[config.mk]
export PLATFORM = sky130hd
export DESIGN_NAME = tbcm_packet_mux
export DESIGN_NICKNAME = d
export VERILOG_FILES = /design/src/rtl/tbcm_packet_mux.sv
export SDC_FILE = /design/constraint.sdc
export NUM_CORES = 1
export LEC_CHECK = 0
export CORE_ASPECT_RATIO = 0.75
export CORE_MARGIN = 2
export CORE_UTILIZATION = 25
export DETAILED_ROUTE_END_ITERATION = 10
export GPL_ROUTABILITY_DRIVEN = 0
export MAX_ROUTING_LAYER = met4
export PLACE_DENSITY = 0.58
export SYNTH_ARGS = -nofsm -noshare
export SYNTH_HDL_FRONTEND = slang
export SYNTH_SLANG_ARGS = --single-unit
[constraint.sdc]
create_clock -name clk -period 11.4 [get_ports clk]
set_clock_uncertainty 0.05 [all_clocks]
set_input_delay 1.14 -clock clk [delete_from_list [all_inputs] [get_ports clk]]
set_output_delay 1.14 -clock clk [all_outputs]
set_load 0.02 [all_outputs]
[src/rtl/tbcm_packet_mux.sv]
// Packet mux: LRG-arbitrated sharing of one valid/ready channel among REQUESTS sources, grant held to last beat.
// Latency 1 cycle (registered output stage); one idle upstream cycle after a multi-beat packet ends.
// Backpressure: o_ready follows the output slot state (!o_valid || i_ready); TBCM_PACKET_MUX_GRANT_COUNT_EN adds o_grant_count.
module tbcm_packet_mux #(
    parameter  int REQUESTS   = 4,
    parameter  int DATA_WIDTH = 32,
    localparam int IDX_W      = $clog2(REQUESTS)
) (
    input  logic                           clk,
    input  logic                           rst,
    input  logic [REQUESTS-1:0]            i_valid,
    output logic [REQUESTS-1:0]            o_ready,
    input  logic [REQUESTS*DATA_WIDTH-1:0] i_data,
    input  logic [REQUESTS-1:0]            i_last,
    output logic                           o_valid,
    input  logic                           i_ready,
    output logic [DATA_WIDTH-1:0]          o_data,
    output logic                           o_last,
    output logic [IDX_W-1:0]               o_grant_index,
    output logic                           o_busy
`ifdef TBCM_PACKET_MUX_GRANT_COUNT_EN
    ,
    output logic [REQUESTS*16-1:0]         o_grant_count
`endif
);

    typedef enum logic {IDLE, LOCKED} state_t;

    state_t                  state_q, state_d;
    logic [IDX_W-1:0]        rank_q [REQUESTS];
    logic                    gap_q;
    logic                    slot_free;
    logic                    win_vld;
    logic [IDX_W-1:0]        win_idx;
    logic [IDX_W-1:0]        best_rank;
    logic [IDX_W-1:0]        sel_idx;
    logic [DATA_WIDTH-1:0]   sel_data;
    logic                    sel_last;
    logic                    accept;
    logic                    first_accept;

    assign slot_free    = !o_valid || i_ready;
    assign sel_idx      = (state_q == LOCKED) ? o_grant_index : win_idx;
    assign accept       = |(i_valid & o_ready);
    assign first_accept = accept && (state_q == IDLE);

    // rank 0 is the highest priority; ranks always form a permutation
    always_comb begin
        win_vld   = 1'b0;
        win_idx   = '0;
        best_rank = '1;
        for (int k = 0; k < REQUESTS; k++) begin
            if (i_valid[k] && (!win_vld || rank_q[k] < best_rank)) begin
                win_vld   = 1'b1;
                win_idx   = IDX_W'(k);
                best_rank = rank_q[k];
            end
        end
    end

    always_comb begin
        sel_data = '0;
        sel_last = 1'b0;
        for (int k = 0; k < REQUESTS; k++) begin
            if (IDX_W'(k) == sel_idx) begin
                sel_data = i_data[k*DATA_WIDTH +: DATA_WIDTH];
                sel_last = i_last[k];
            end
        end
    end

    always_ff @(posedge clk) begin
        if (rst) begin
            state_q <= IDLE;
        end else begin
            state_q <= state_d;
        end
    end

    always_comb begin
        state_d = state_q;
        case (state_q)
            IDLE:    if (accept && !sel_last) state_d = LOCKED;
            LOCKED:  if (accept && sel_last)  state_d = IDLE;
            default: state_d = IDLE;
        endcase
    end

    // gap_q keeps the first IDLE cycle after a locked packet free of grants
    always_comb begin
        o_ready = '0;
        case (state_q)
            IDLE:    if (win_vld && !gap_q) o_ready[win_idx] = slot_free;
            LOCKED:  o_ready[o_grant_index] = slot_free;
            default: o_ready = '0;
        endcase
    end

    always_ff @(posedge clk) begin
        if (rst) begin
            gap_q         <= 1'b0;
            o_busy        <= 1'b0;
            o_grant_index <= '0;
            for (int k = 0; k < REQUESTS; k++) begin
                rank_q[k] <= IDX_W'(k);
            end
        end else begin
            gap_q  <= (state_q == LOCKED) && accept && sel_last;
            o_busy <= (state_d == LOCKED);
            if (first_accept) begin
                o_grant_index <= win_idx;
                for (int k = 0; k < REQUESTS; k++) begin
                    if (IDX_W'(k) == win_idx) begin
                        rank_q[k] <= IDX_W'(REQUESTS - 1);
                    end else if (rank_q[k] > rank_q[win_idx]) begin
                        rank_q[k] <= rank_q[k] - 1'b1;
                    end
                end
            end
        end
    end

    always_ff @(posedge clk) begin
        if (rst) begin
            o_valid <= 1'b0;
            o_data  <= '0;
            o_last  <= 1'b0;
        end else if (accept) begin
            o_valid <= 1'b1;
            o_data  <= sel_data;
            o_last  <= sel_last;
        end else if (i_ready) begin
            o_valid <= 1'b0;
        end
    end

`ifdef TBCM_PACKET_MUX_GRANT_COUNT_EN
    logic [15:0] grant_cnt_q [REQUESTS];

    always_ff @(posedge clk) begin
        if (rst) begin
            for (int k = 0; k < REQUESTS; k++) begin
                grant_cnt_q[k] <= '0;
            end
        end else if (first_accept) begin
            for (int k = 0; k < REQUESTS; k++) begin
                if (IDX_W'(k) == win_idx && grant_cnt_q[k] != 16'hFFFF) begin
                    grant_cnt_q[k] <= grant_cnt_q[k] + 16'd1;
                end
            end
        end
    end

    always_comb begin
        o_grant_count = '0;
        for (int k = 0; k < REQUESTS; k++) begin
            o_grant_count[k*16 +: 16] = grant_cnt_q[k];
        end
    end
`endif

endmodule

* Yosys cells after proc, flatten, opt, wreduce, memory -nomap -nowiden *
Memories as Yosys holds them, arrays and structs flattened.
Index checks and enable logic that the tools add are counted.
Widths: inputs -> output; s select.

storage, ports and cells
  bits in registers = 38
  RAM bits = 8
  input bits = 139
  output and inout bits = 41
  logic and storage cells = 141
  memories kept = 1

memory list
  memory  depth  bits a word  read ports  clocked after memory_dff  wr ports  RTL line  RTL
  rank_q  4      2            5           0                         4         30        logic [IDX_W-1:0] rank_q [REQUESTS];

operators by class
  add/subtract/negate cells = 4
  order comparisons = 11
  eq/ne operators = 6
  muxes and demuxes = 76
  bitwise gates (word level) = 12
  reductions and logical operators = 25

operators by type and width
  cell                 count
  $mux 32              4
  $mux 1               53
  $mux 2               14
  $and 4x4->4          3
  $logic_and 1x1->1    11
  $eq 2x2->1 const A   4
  $gt 2x2->1           4
  $or 1x1->1           8
  $pmux 4 s2           1
  $sub 2x1->2 const B  4
  $logic_not 1->1      6
  $lt 2x2->1           3
  $lt 2x3->1 const B   2
  $demux 1 s2          2
  $eq 1x2->1 const A   2
  $ge 2x1->1 const B   2
  $logic_not 2->1      2
  $logic_or 1x1->1     4
  $mux 4               1
  $reduce_or 4->1      1
  $pmux 1 s2           1
  $reduce_bool 2->1    1
  $not 1->1            1

* Longest topological paths before layout *
An unclocked memory read counts as a cell.

  depth after elaboration = 29
  mapped depth = 20
  mapped depth without buffers = 19

* Worst setup path before layout *
Ideal clock, no wire load.

  path kind = in2out
  start point = input port i_valid[1]
  end point = output port o_ready[0]
  arrival = 3.606 ns
  required time = 10.210 ns
  slack = 6.604 ns
  stages = 11
  path through = inv_1 o22ai_1 ha_1 o41ai_4 nand2_1 o21a_1 ha_1 o211ai_2 and2_1 buf_2 o32ai_1

between the ends
  cells in the longest elaborated chain, start to end = 17
  elaborated cells between the ends (all ways) = 26
  classes of those cells = 4 x order compare; 12 x mux; 1 x bitwise; 9 x reduce/logical

RTL lines
  item                                                                   RTL line  RTL
  start, declared                                                        11        input logic [REQUESTS-1:0] i_valid,
  $logic_and 1x1->1 (*)                                                  53        if (i_valid[k] && (!win_vld || rank_q[k] < best_rank)) begin
  $mux 2 / $mux 1 (equally long branches)                                53
  $lt 2x2->1 / $logic_not 1->1 (equally long branches)                   53
  $logic_or 1x1->1                                                       53
  $logic_and 1x1->1                                                      53
  $mux 2 / $mux 1 (equally long branches)                                53
  $lt 2x2->1 / $logic_not 1->1 (equally long branches)                   53
  $logic_or 1x1->1                                                       53
  $logic_and 1x1->1                                                      53
  $mux 2                                                                 53
  $lt 2x3->1 (not written as such) / $ge 2x1->1 (equally long branches)  93        IDLE: if (win_vld && !gap_q) o_ready[win_idx] = slot_free;
  $logic_and 1x1->1 (not written as such)                                93
  $mux 1 (not written as such)                                           93
  $demux 1 s2                                                            93
  $and 4x4->4 (no line)                                                  --
  $mux 4 (*)                                                             93
  $pmux 4 s2 (*)                                                         92        case (state_q)
  end, declared                                                          12        output logic [REQUESTS-1:0] o_ready,

Every way passes the cells marked *; elsewhere a longest branch is shown, timed or not.

* Worst setup path in the final report *
  start point = input port i_valid[1]
  end point = output port o_ready[3]

The elaborated chain is that of the path after synthesis.

==> impl_metrics.tcl <==
set metrics [dict create \
    ir_drop_mv 0.173 \
    place_area_sq_mm 0.00538 \
    yosys.area.top_type_share 0.219 \
    critPathRequiredTime_ns 10.21 \
    period_needed_ns 6.10 \
    start_util 0.254 \
    ant_nets 0 \
    slowest_delay_ns 0.65 \
    netlist_area_sq_mm 0.00347 \
    fin_nets 682 \
    drt_first_pass_iters 10 \
    fp-row-count 37 \
    post-route-drc-count 18 \
    path_cells "clkdlybuf4s50_1 -> inv_1 -> o22ai_1 -> ha_1 -> o41ai_4 -> nand2_1 -> o21a_1 -> ha_1 -> a21boi_0 -> and2_1 -> nand2_1 -> o21ai_0 -> clkdlybuf4s50_1" \
    grt_start_max_net_pins 45 \
    core_sq_mm 0.0137 \
    wl_mm 13.6 \
    fin_crit_sh 0.535 \
    finalHoldViolCount 0 \
    ys_types 54 \
    drive_gt1_frac 0.107 \
    portBuffers 179 \
    clk_pin_slew_ns 0.07 \
    rsz0062_at_grt "no" \
    yosys_most_used_dff "dfxtp_1" \
    die_w_um 140 \
    ioPinCount 180 \
    clk-insertion-delay-late_ns 0.29 \
    utilization 0.406 \
    via_count 3687 \
    ys_ff_latch 46 \
    syn_to_final_growth_pct 59.5 \
    place_worst_setup_slack_ns 5.21 \
    hold_path_class "reg -> reg" \
    fin_tns_setup_ns 0 \
    critPathTopFamily "compound AO/OA/AOI/OAI gates" \
    async_reset_ff_frac 0 \
    post_cts.repair.setup_buffers 0 \
    path_max_fanout 9 \
    synth_area_leaders "dfxtp_1, a2111oi_2, mux2i_1" \
    cp.arrival_ns 4.91 \
    final_cell_mix "clkdlybuf4s50_1, dfxtp_1, nor2_1" \
    dieHeight_um 106 \
    cpMaxStageDelayCell "clkdlybuf4s50_1" \
    tightestPinTransition_ns 1.11 \
    finalSetupViolCount 0 \
    synth_edf_count 8 \
    track_usage 0.181 \
    numPlacedInstances 701 \
    crit_type "in -> out" \
    violations "DRC" \
    crit_path_end_kind "output pin" \
    fmax_ghz 0.164 \
    cts_resized 0 \
    cts.path.max_buffers 2 \
    final_area_sq_mm 0.00554 \
    wl_per_cell_um 19.1 \
    cts_tree "built" \
    fin_cells 709 \
    grt_pass1_wl_mm 21.0 \
    synth_nets 524 \
    netlist_instances 375 \
    overflow 0 \
    ctsHoldBuffers 0 \
    leakage_nw 2.07 \
    whs_ns 0.445 \
    antenna_found_initial 0 \
    layout_commonest_cell "clkdlybuf4s50_1" \
    grt_pass1_vias 3835 \
    synth-seq-area-share 0.288 \
    diodes 0 \
    drtIter0Drc 213 \
    crit_path_start_kind "primary input" \
    avgSynthCellArea_sq_um 9.27 \
    ys_warn_count 0 \
    cts_sinks 46 \
    dpl.hpwl_mm 9.93 \
    die_area_sq_mm 0.0149 \
    root_buffer "clkbuf_16" \
    synth_top_area_cell "dfxtp_1" \
    slew_headroom 0.259 \
    slew_violations 0 \
    setup_slack_ns 5.30 \
    total_power_mw 1.64 \
    outcome "finished, violations left" \
    powerDensity_mw_per_mm2 296 \
    timing.max_cap.violations 0 \
    routed_via_density 5.20 \
    cts-htree-levels 2 \
    cts_buffers 5 \
    critPathBufInv 3 \
]
## metal layers
metal  share of wire  global-route usage  wire length (um)
met1            0.47               0.244              6330
met2            0.46               0.286              6270
met3           0.059              0.0365               801
met4           0.012              0.0303               167
met5               0                   -                 0
## cells by family after synthesis
group / synth area share
simple gates: 0.179
mux: 0.101
buf+inv: 0.0558
xor+xnor: 0.0101
fa+ha+maj: 0.0389
flops: 0.288
compound gates: 0.327
## final timing paths
path	from	endpoint	slack, ns	depth (start not counted)
worst max-delay path	i_valid[1]	o_ready[3]	5.30	13
worst min-delay path	o_last$_SDFFE_PP0N_	o_last$_SDFFE_PP0N_	0.44	2
worst max register to register	rank_q[0][1]$_SDFFCE_PN0P_	o_data[12]$_SDFFE_PP0N_	6.52	11
worst min register to register	o_last$_SDFFE_PP0N_	o_last$_SDFFE_PP0N_	0.44	2
## synth_stat cells (4+ instances only)
library cell and instances:
dfxtp_1 38, clkbuf_1 21, a2111oi_2 28, ha_1 10, a21oi_1 12, and2_1 5, and3_1 34, edfxtp_1 8
buf_2 8, nand3_1 4, nand2_1 20, nor2b_1 4, a2111oi_0 33, mux2i_1 35, nor2_1 36, nand2b_1 4
o21ai_0 12, inv_1 12
## worst reg2reg max path: cells and delay by family (launching register included)
kind | cells | cell delay [ns]
flops | 1 | 0.49
compound gates | 7 | 2.86
fa+ha+maj | 2 | 0.45
simple gates | 2 | 0.91
## layout make-up
class | instances | area, sq um
clock inverter | 2 | 13.8
multi-input combinational | 284 | 2290
fill | 1349 | 8120
sequential | 46 | 1000
timing repair buffer | 184 | 1820
clock buffer | 6 | 150
inverter | 12 | 45.0
tap | 175 | 219
## state kept, by name (all words and copies together), names as in the netlist
name           flops
o_valid            1
o_data            32
o_last             1
rank_q             8
gap_q              1
o_busy             1
o_grant_index      2
## power breakdown
| part | switching, mW | internal, mW |
|---|---|---|
| sequential | 0.0575 | 0.245 |
| clock | 0.0676 | 0.0952 |
| combinational | 0.696 | 0.480 |
| total | 0.821 | 0.820 |
Note: power is estimated with default switching activity, not from simulation.
